`src/rtl/usb_kbd_led_pkg.sv`:
```
// usb_kbd_led_pkg: keycodes, device types, LED bit positions and controller states for the lock-LED controller
package usb_kbd_led_pkg;

    localparam logic [7:0] KC_NUMLOCK      = 8'h53;
    localparam logic [7:0] KC_CAPSLOCK     = 8'h39;
    localparam logic [7:0] KC_SCROLLLOCK   = 8'h47;
    localparam logic [7:0] KC_ERR_ROLLOVER = 8'h01;

    localparam logic [1:0] TYP_NONE     = 2'd0;
    localparam logic [1:0] TYP_KEYBOARD = 2'd1;
    localparam logic [1:0] TYP_MOUSE    = 2'd2;
    localparam logic [1:0] TYP_GAMEPAD  = 2'd3;

    localparam int LED_NUM     = 0;
    localparam int LED_CAPS    = 1;
    localparam int LED_SCROLL  = 2;
    localparam int LED_COMPOSE = 3;

    // wide enough for HOLDOFF_CYCLES-1 at the largest legal holdoff of 2^20
    localparam int CNT_W = 20;

    typedef enum logic [1:0] {IDLE, SEND, HOLD} led_state_e;

endpackage

```
`src/rtl/usb_kbd_led_ctrl_lock_edge.sv`:
```
// kbd_lock_edge: detects a fresh press of one lock key across successive keyboard reports
module kbd_lock_edge #(
    parameter logic [7:0] KEYCODE = 8'h00
) (
    input  logic       clk,
    input  logic       rst_n,
    input  logic       clr,
    input  logic       proc,
    input  logic [7:0] key1,
    input  logic [7:0] key2,
    input  logic [7:0] key3,
    input  logic [7:0] key4,
    output logic       press
);

    logic prev;
    logic present;

    assign present = (key1 == KEYCODE) || (key2 == KEYCODE) || (key3 == KEYCODE) || (key4 == KEYCODE);
    assign press   = proc && present && !prev;

    // remember whether the key was held in the last processed report
    always_ff @(posedge clk or negedge rst_n) begin
        if (!rst_n)
            prev <= 1'b0;
        else if (clr)
            prev <= 1'b0;
        else if (proc)
            prev <= present;
    end

endmodule

```
`src/rtl/usb_kbd_led_ctrl.sv`:
```
// usb_kbd_led_ctrl: tracks keyboard lock keys and drives rate-limited LED updates to the USB HID host.
// Build option: USB_KBD_LED_NUMLOCK_DEFAULT_EN turns Num Lock on at every attach.
module usb_kbd_led_ctrl
    import usb_kbd_led_pkg::*;
#(
    parameter int HOLDOFF_CYCLES = 12000
) (
    input  logic       usbclk,
    input  logic       usbrst_n,
    input  logic [1:0] typ,
    input  logic       report,
    input  logic       conerr,
    input  logic [7:0] key1,
    input  logic [7:0] key2,
    input  logic [7:0] key3,
    input  logic [7:0] key4,
    output logic       update_leds_stb,
    output logic [3:0] leds,
    output logic [2:0] lock_state
);

    localparam logic [CNT_W-1:0] HOLD_LOAD = CNT_W'(HOLDOFF_CYCLES - 1);
`ifdef USB_KBD_LED_NUMLOCK_DEFAULT_EN
    localparam logic [2:0] ATTACH_LOCK = 3'b001;
`else
    localparam logic [2:0] ATTACH_LOCK = 3'b000;
`endif

    led_state_e       state, state_next;
    logic             attached;
    logic             att_now;
    logic             attach_rise;
    logic             detach;
    logic             proc;
    logic             pending;
    logic [2:0]       press;
    logic [CNT_W-1:0] cnt;

    assign att_now     = (typ == TYP_KEYBOARD) && !conerr;
    assign attach_rise = att_now && !attached;
    assign detach      = conerr || (attached && !att_now);
    assign proc        = report && attached && (typ == TYP_KEYBOARD) && !detach && (key1 != KC_ERR_ROLLOVER);

    kbd_lock_edge #(.KEYCODE(KC_NUMLOCK)) u_num (
        .clk(usbclk), .rst_n(usbrst_n), .clr(detach), .proc(proc),
        .key1(key1), .key2(key2), .key3(key3), .key4(key4), .press(press[LED_NUM])
    );

    kbd_lock_edge #(.KEYCODE(KC_CAPSLOCK)) u_caps (
        .clk(usbclk), .rst_n(usbrst_n), .clr(detach), .proc(proc),
        .key1(key1), .key2(key2), .key3(key3), .key4(key4), .press(press[LED_CAPS])
    );

    kbd_lock_edge #(.KEYCODE(KC_SCROLLLOCK)) u_scroll (
        .clk(usbclk), .rst_n(usbrst_n), .clr(detach), .proc(proc),
        .key1(key1), .key2(key2), .key3(key3), .key4(key4), .press(press[LED_SCROLL])
    );

    // next state and strobe; a detach drops back to IDLE and suppresses any strobe
    always_comb begin
        state_next      = state;
        update_leds_stb = 1'b0;
        if (detach)
            state_next = IDLE;
        else begin
            case (state)
                IDLE: if (pending) state_next = SEND;
                SEND: begin
                    update_leds_stb = 1'b1;
                    state_next      = HOLD;
                end
                HOLD: if (cnt == '0) state_next = pending ? SEND : IDLE;
                default: state_next = IDLE;
            endcase
        end
    end

    // state and attach tracking
    always_ff @(posedge usbclk or negedge usbrst_n) begin
        if (!usbrst_n) begin
            state    <= IDLE;
            attached <= 1'b0;
        end else begin
            state    <= state_next;
            attached <= att_now;
        end
    end

    // lock bits and the coalesced update request; a new press outranks the clear in SEND
    always_ff @(posedge usbclk or negedge usbrst_n) begin
        if (!usbrst_n) begin
            lock_state <= 3'b000;
            pending    <= 1'b0;
        end else if (detach) begin
            lock_state <= 3'b000;
            pending    <= 1'b0;
        end else begin
            lock_state <= attach_rise ? ATTACH_LOCK : lock_state ^ press;
            pending    <= (attach_rise || (|press)) ? 1'b1 : (state == SEND) ? 1'b0 : pending;
        end
    end

    // LED snapshot taken on entry to SEND, and the holdoff countdown
    always_ff @(posedge usbclk or negedge usbrst_n) begin
        if (!usbrst_n) begin
            leds <= 4'h0;
            cnt  <= '0;
        end else if (detach) begin
            leds <= 4'h0;
            cnt  <= '0;
        end else begin
            leds <= (state_next == SEND) ? {1'b0, lock_state} : leds;
            cnt  <= (state == SEND) ? HOLD_LOAD : (state == HOLD && cnt != '0) ? cnt - CNT_W'(1) : cnt;
        end
    end

endmodule

```
`config.mk`:
```
export PLATFORM = sky130hd
export DESIGN_NAME = usb_kbd_led_ctrl
export DESIGN_NICKNAME = d
export VERILOG_FILES = /design/src/rtl/usb_kbd_led_pkg.sv /design/src/rtl/usb_kbd_led_ctrl_lock_edge.sv /design/src/rtl/usb_kbd_led_ctrl.sv
export SDC_FILE = /design/constraint.sdc
export NUM_CORES = 1
export LEC_CHECK = 0
export BUFFER_PORTS_ARGS = -buffer_cell sky130_fd_sc_hd__clkbuf_2
export CORE_ASPECT_RATIO = 1.5
export CORE_UTILIZATION = 35
export CTS_BUF_LIST = sky130_fd_sc_hd__clkbuf_4
export CTS_CLUSTER_SIZE = 10
export DETAILED_ROUTE_END_ITERATION = 8
export GPL_ROUTABILITY_DRIVEN = 0
export SETUP_SLACK_MARGIN = 0.05
export SLEW_MARGIN = 20
export SYNTH_ARGS = -nofsm -noshare
export SYNTH_HDL_FRONTEND = slang
export SYNTH_SLANG_ARGS = --single-unit
```
`constraint.sdc`:
```
create_clock -name usbclk -period 2.03 [get_ports usbclk]
set_input_delay 0.406 -clock usbclk [delete_from_list [all_inputs] [get_ports usbclk]]
set_output_delay 0.406 -clock usbclk [all_outputs]
set_load 0.01 [all_outputs]
```
* Word level (Yosys, flattened, before mapping) *
Cells that the tools add are included.

word-level totals
  latch bits = 0
  bits in read-only memories = 0
  output and inout bits = 8
  bits of input ports = 38
  word-level logic and storage cells = 91
  memory bits (writable) = 0
  memories kept = 0
  register bits after elaboration = 34

operators by class
  muxes and demuxes = 23
  $add $sub $neg = 1
  bitwise operators = 1
  $mul = 0
  eq/ne operators = 17
  reductions and logical operators = 40
  order comparisons = 0
  div/mod/pow operators = 0
  shift-type cells = 0

operators with widths
  cell                                                 number
  equality test 8 x 7 -> 1 bit, second input constant  8
  two-way mux 20 bit                                   3
  equality test 8 x 6 -> 1 bit, second input constant  4
  logical NOT 20 bit                                   1
  nonzero test 20 bit                                  1
  subtractor 20 x 1 -> 20 bit, second input constant   1
  logical AND 1 bit                                    14
  two-way mux 1 bit                                    12
  logical OR 1 bit                                     11
  two-way mux 4 bit                                    2
  != test 8 x 1 -> 1 bit, second input constant        1
  logical NOT 1 bit                                    7
  equality test 2 x 1 -> 1 bit, second input constant  3
  two-way mux 2 bit                                    3
  two-way mux 3 bit                                    2
  one-hot mux 2 bit (3 select lines)                   1
  nonzero test 3 bit                                   2
  nonzero test 2 bit                                   2
  OR reduction 3 bit                                   1
  bitwise XOR 3 bit                                    1
  equality test 2 bit, second input constant           1
  logical NOT 2 bit                                    1

* Longest topological paths before layout *
  depth after elaboration = 14
  depth in mapped cells = 8
  mapped depth without buffers = 7

* Hierarchy *
A second synthesis with hierarchy kept.

second synthesis, totals
  cell total of the unflattened synthesis = 236
  area, all modules = 2,159.6 µm²

modules (own cells, without submodules)
  module                      cells an instance  sequential area each (µm²)  area an instance (µm²)  instances
  usb_kbd_led_ctrl            185                750.7                       1,709.1                 1
  kbd_lock_edge (u_caps ...)  17                 25.0                        155.1                   2
  kbd_lock_edge (u_scroll)    17                 25.0                        140.1                   1

* Worst setup path after synthesis *
OpenSTA, ideal clock, no wires.

  path type = reg-to-reg
  start = register cnt[15]
  end = register cnt[16]
  library setup time = 0.087 ns
  arrival time = 2.106 ns
  slack = -0.163 ns
  stages on the path, launching flop included = 7
  clock period less this slack = 2.193 ns
  buffers on the path = 1
  required time = 1.943 ns
  cell sequence = dfrtp_1 -> buf_6 -> or4_4 -> or4_4 -> o21ai_4 -> o211ai_4 -> o211ai_1

on the way
  word-level cells in the longest chain between the ends = 4
  elaborated cells on any way between the ends = 7
  classes of those cells = add/sub (1); mux (3); reduce/logical (3)

RTL lines
  what                             RTL line                 RTL
  start: declaration               usb_kbd_led_ctrl.sv:37   logic [CNT_W-1:0] cnt;
  start signal: assignment         usb_kbd_led_ctrl.sv:113  cnt <= (state == SEND) ? HOLD_LOAD : (state == HOLD && cnt != '0) ? cnt - CNT_W'(1) : cnt;
  subtractor 20 x 1 -> 20 bit      usb_kbd_led_ctrl.sv:113
  two-way mux 20 bit (2 in a row)  usb_kbd_led_ctrl.sv:113
  two-way mux 20 bit               usb_kbd_led_ctrl.sv:108  end else if (detach) begin

Parallel ways exist; a longest one is shown, timed or not. The select of a mux whose other input is x is not followed.
A chain may end at the register's enable or synchronous reset.

* Final worst setup path *
  start = register cnt[6]
  end = register cnt[9]

Same word-level chain as after synthesis.

==> flow_metrics.tcl <==
set metrics [dict create \
    drt_wl_total_um 6490 \
    wl_per_cell_um 15.7 \
    synth_edf_count 0 \
    critPathCaptureType "register" \
    critical-path-max-stage-delay_ns 0.58 \
    avgSynthCellArea_um2 9.07 \
    finalCritPeriodShare 1.09 \
    rsz0062_at_grt "yes" \
    dp_hpwl_um 4970 \
    synth.distinct_cells 62 \
    fin_nets 379 \
    combPwrFrac 0.534 \
    drc 0 \
    r2r-end "cnt[9]$_DFFE_PN0P_" \
    root_buffer "clkbuf_4" \
    criticalPathCategory "reg -> reg" \
    syn_nets 290 \
    routed-via-count 2376 \
    p_int_mw 1.50 \
    switchingPower_mw 0.952 \
    ys.flop_type "dfrtp_1" \
    mostFrequentLayoutCells "clkbuf_2 (44), buf_4 (43), dfrtp_1 (33)" \
    fmax_ghz 0.452 \
    p_per_area_nw_per_um2 808 \
    drtIter0Drc 74 \
    cts_sinks 33 \
    startpoint "cnt[6]$_DFFE_PN0P_" \
    place_area_um2 2880 \
    slowest_stage "or4_4" \
    slew_viol_final 0 \
    async_flop_share 1.00 \
    worstHoldPathType "in -> async" \
    p_sw_frac 0.389 \
    drive_above_1_share 0.400 \
    die_area_um2 6810 \
    r2r_start "cnt[6]$_DFFE_PN0P_" \
    cts_tree "done" \
    run_status "finished, violations left" \
    ys_ff_latch 33 \
    ys_top_cells_by_area "dfrtp_1 (36%), nor4bb_1 (4.4%), a211oi_1 (4.3%), nor2_1 (3.6%), a31oi_1 (3.0%)" \
    antenna_found_initial 0 \
    core_area_um2 6220 \
    critPathLaunchType "register" \
    clk_pin_slew_ns 0.12 \
    peakVddDrop_uv 309 \
    crit_top_cell "or4_4" \
    rows 35 \
    clkPwrFrac 0.158 \
    placed_cells 404 \
    period_needed_ns 2.21 \
    numCtsBuffers 5 \
    postRouteAntennaNets 0 \
    initial_core_util 0.365 \
    grt_max_degree 34 \
    drt_pre_antenna_iters 4 \
    clock_skew_ns 0.0119 \
    finalWorstSetupSlack_ns -0.182 \
    crit_required_ns 2.28 \
    p_leak_nw 1.38 \
    crit_buf_inv 1 \
    cap_viol_max_count 0 \
    cp_top_family "simple AND/OR/NAND/NOR gates" \
    total_power_mw 2.45 \
    port_buffers 44 \
    crit_arrival_ns 2.47 \
    fin_cells 414 \
    track_usage 0.208 \
    crit_cells 6 \
    grt_pass1_wl_um 10500 \
    syn_area_um2 2270 \
    yosys.area.top_type "dfrtp_1" \
    reg2reg_depth 6 \
    crit_fanout 4 \
    failed_checks "setup timing" \
    rrSetupSlack_ns -0.18 \
    clock_latency_ns 0.36 \
    top_level_ports 46 \
    finalInstanceArea_um2 3030 \
    antenna_cells 0 \
    die_y_um 101 \
    overflow 0 \
    vias_per_cell 5.74 \
    final_common_cell "clkbuf_2" \
    die_x_um 67.7 \
    grt_pass1_vias 2316 \
    seqPwrFrac 0.308 \
    crit_end "cnt[9]$_DFFE_PN0P_" \
    setup_viol 20 \
    htreeDepth 2 \
    hold_viol 0 \
    whs_ns 0.0706 \
    worstPathCellList "or4_4, or4_4, o21ai_4, buf_4, nand2_1, and3_1" \
    cts_buffer_depth 2 \
    synthToLayoutAreaGrowth_pct 33.6 \
    ys_seq_area_frac 0.364 \
    synth_cells 250 \
    ys.warnings.count 0 \
    yosysTopAreaCellShare 0.364 \
]
[layer usage]
metal / up-vias / wire (um) / global-route usage / part of all wire
met3: 14 / 175 / 0.0294 / 0.027
met2: 63 / 3520 / 0.388 / 0.54
met4: 0 / 228 / 0.0949 / 0.035
li1: 1163 / - / - / -
met5: - / 0 / 0 / 0
met1: 1136 / 2560 / 0.219 / 0.39
[sequential cells by signal (all words and copies together) (netlist names)]
name	flops
cnt	20
leds	3
lock_state	3
state	2
attached	1
pending	1
u_caps.prev	1
u_num.prev	1
u_scroll.prev	1
[area by class of cell]
type	instances	area [um^2]
inverter	8	30.0
fill	624	3190
clock inverter	3	17.5
multi-input combinational	197	1410
clock buffer	5	37.5
sequential	33	826
timing repair buffer	94	622
tap	74	92.6
[synth_stat cells, types with 2 or more instances]
cell and number:
dfrtp_1 33, nor2_1 22, nand2_1 14, a211oi_1 13, a21oi_1 12, nor3_1 12, o21ai_0 12, a31oi_1 11
nand3_1 11, nor4bb_1 10, inv_1 7, clkbuf_1 5, nor4_1 5, a22oi_1 4, a311oi_1 4, nand2b_1 4
nand4_1 4, nor2b_1 3, o311ai_0 3, or3_2 3, a211o_1 2, a21o_1 2, and2_1 2, and3_1 2
and4b_1 2, buf_6 2, clkbuf_8 2, ha_1 2, nor4b_1 2, o2111ai_1 2, o211ai_1 2, o31ai_1 2
or3b_2 2, or4_1 2, or4_4 2, xnor2_1 2
[through the flow]
stage,setup TNS (ns),util,setup WS [ns]
6_report,-2.21,0.488,-0.182
5_1_grt,-3.74,0.488,-0.244
4_1_cts,-1.79,0.484,-0.134
3_5_place_dp,-1.99,0.463,-0.140
3_3_place_gp,-1.66,0.463,-0.150
2_1_floorplan,-1.02,-,-0.112
[cell families (layout without fill, tap and decap cells)]
kind of cell,after synthesis,in the layout,synth area share
compound gates,80,80,0.256
mux,1,1,0.00441
fa+ha+maj,2,2,0.0110
xor+xnor,3,3,0.0116
buf+inv,20,110,0.0546
flops,33,33,0.364
simple gates,110,110,0.296
other cells,1,1,0.00165
[how the worst min path moves through the flow]
stage,startpoint,end,cells past startpoint
finish,usbrst_n,cnt[11]$_DFFE_PN0P_,2
detailed placement,usbrst_n,cnt[13]$_DFFE_PN0P_,2
CTS,usbrst_n,cnt[11]$_DFFE_PN0P_,2
floorplan,usbrst_n,attached$_DFF_PN0_,0
global placement,usbrst_n,cnt[13]$_DFFE_PN0P_,2
global route,usbrst_n,cnt[11]$_DFFE_PN0P_,2
[power groups by stage]
stage	combinational (mW)	sequential (mW)	clock [mW]
after floorplan	0.692	0.769	0
after global placement	1.14	0.766	0
after detailed placement	1.16	0.769	0
after CTS	1.30	0.756	0.391
after global routing	1.41	0.763	0.417
final	1.31	0.755	0.387
[what timing repair did]
action,CTS,global route
buffers inserted,2,0
pin swaps,8,1
hold buffers,0,0
gates resized for setup,14,7
setup endpoints to repair,25,26
(Power assumes the default switching activity.)
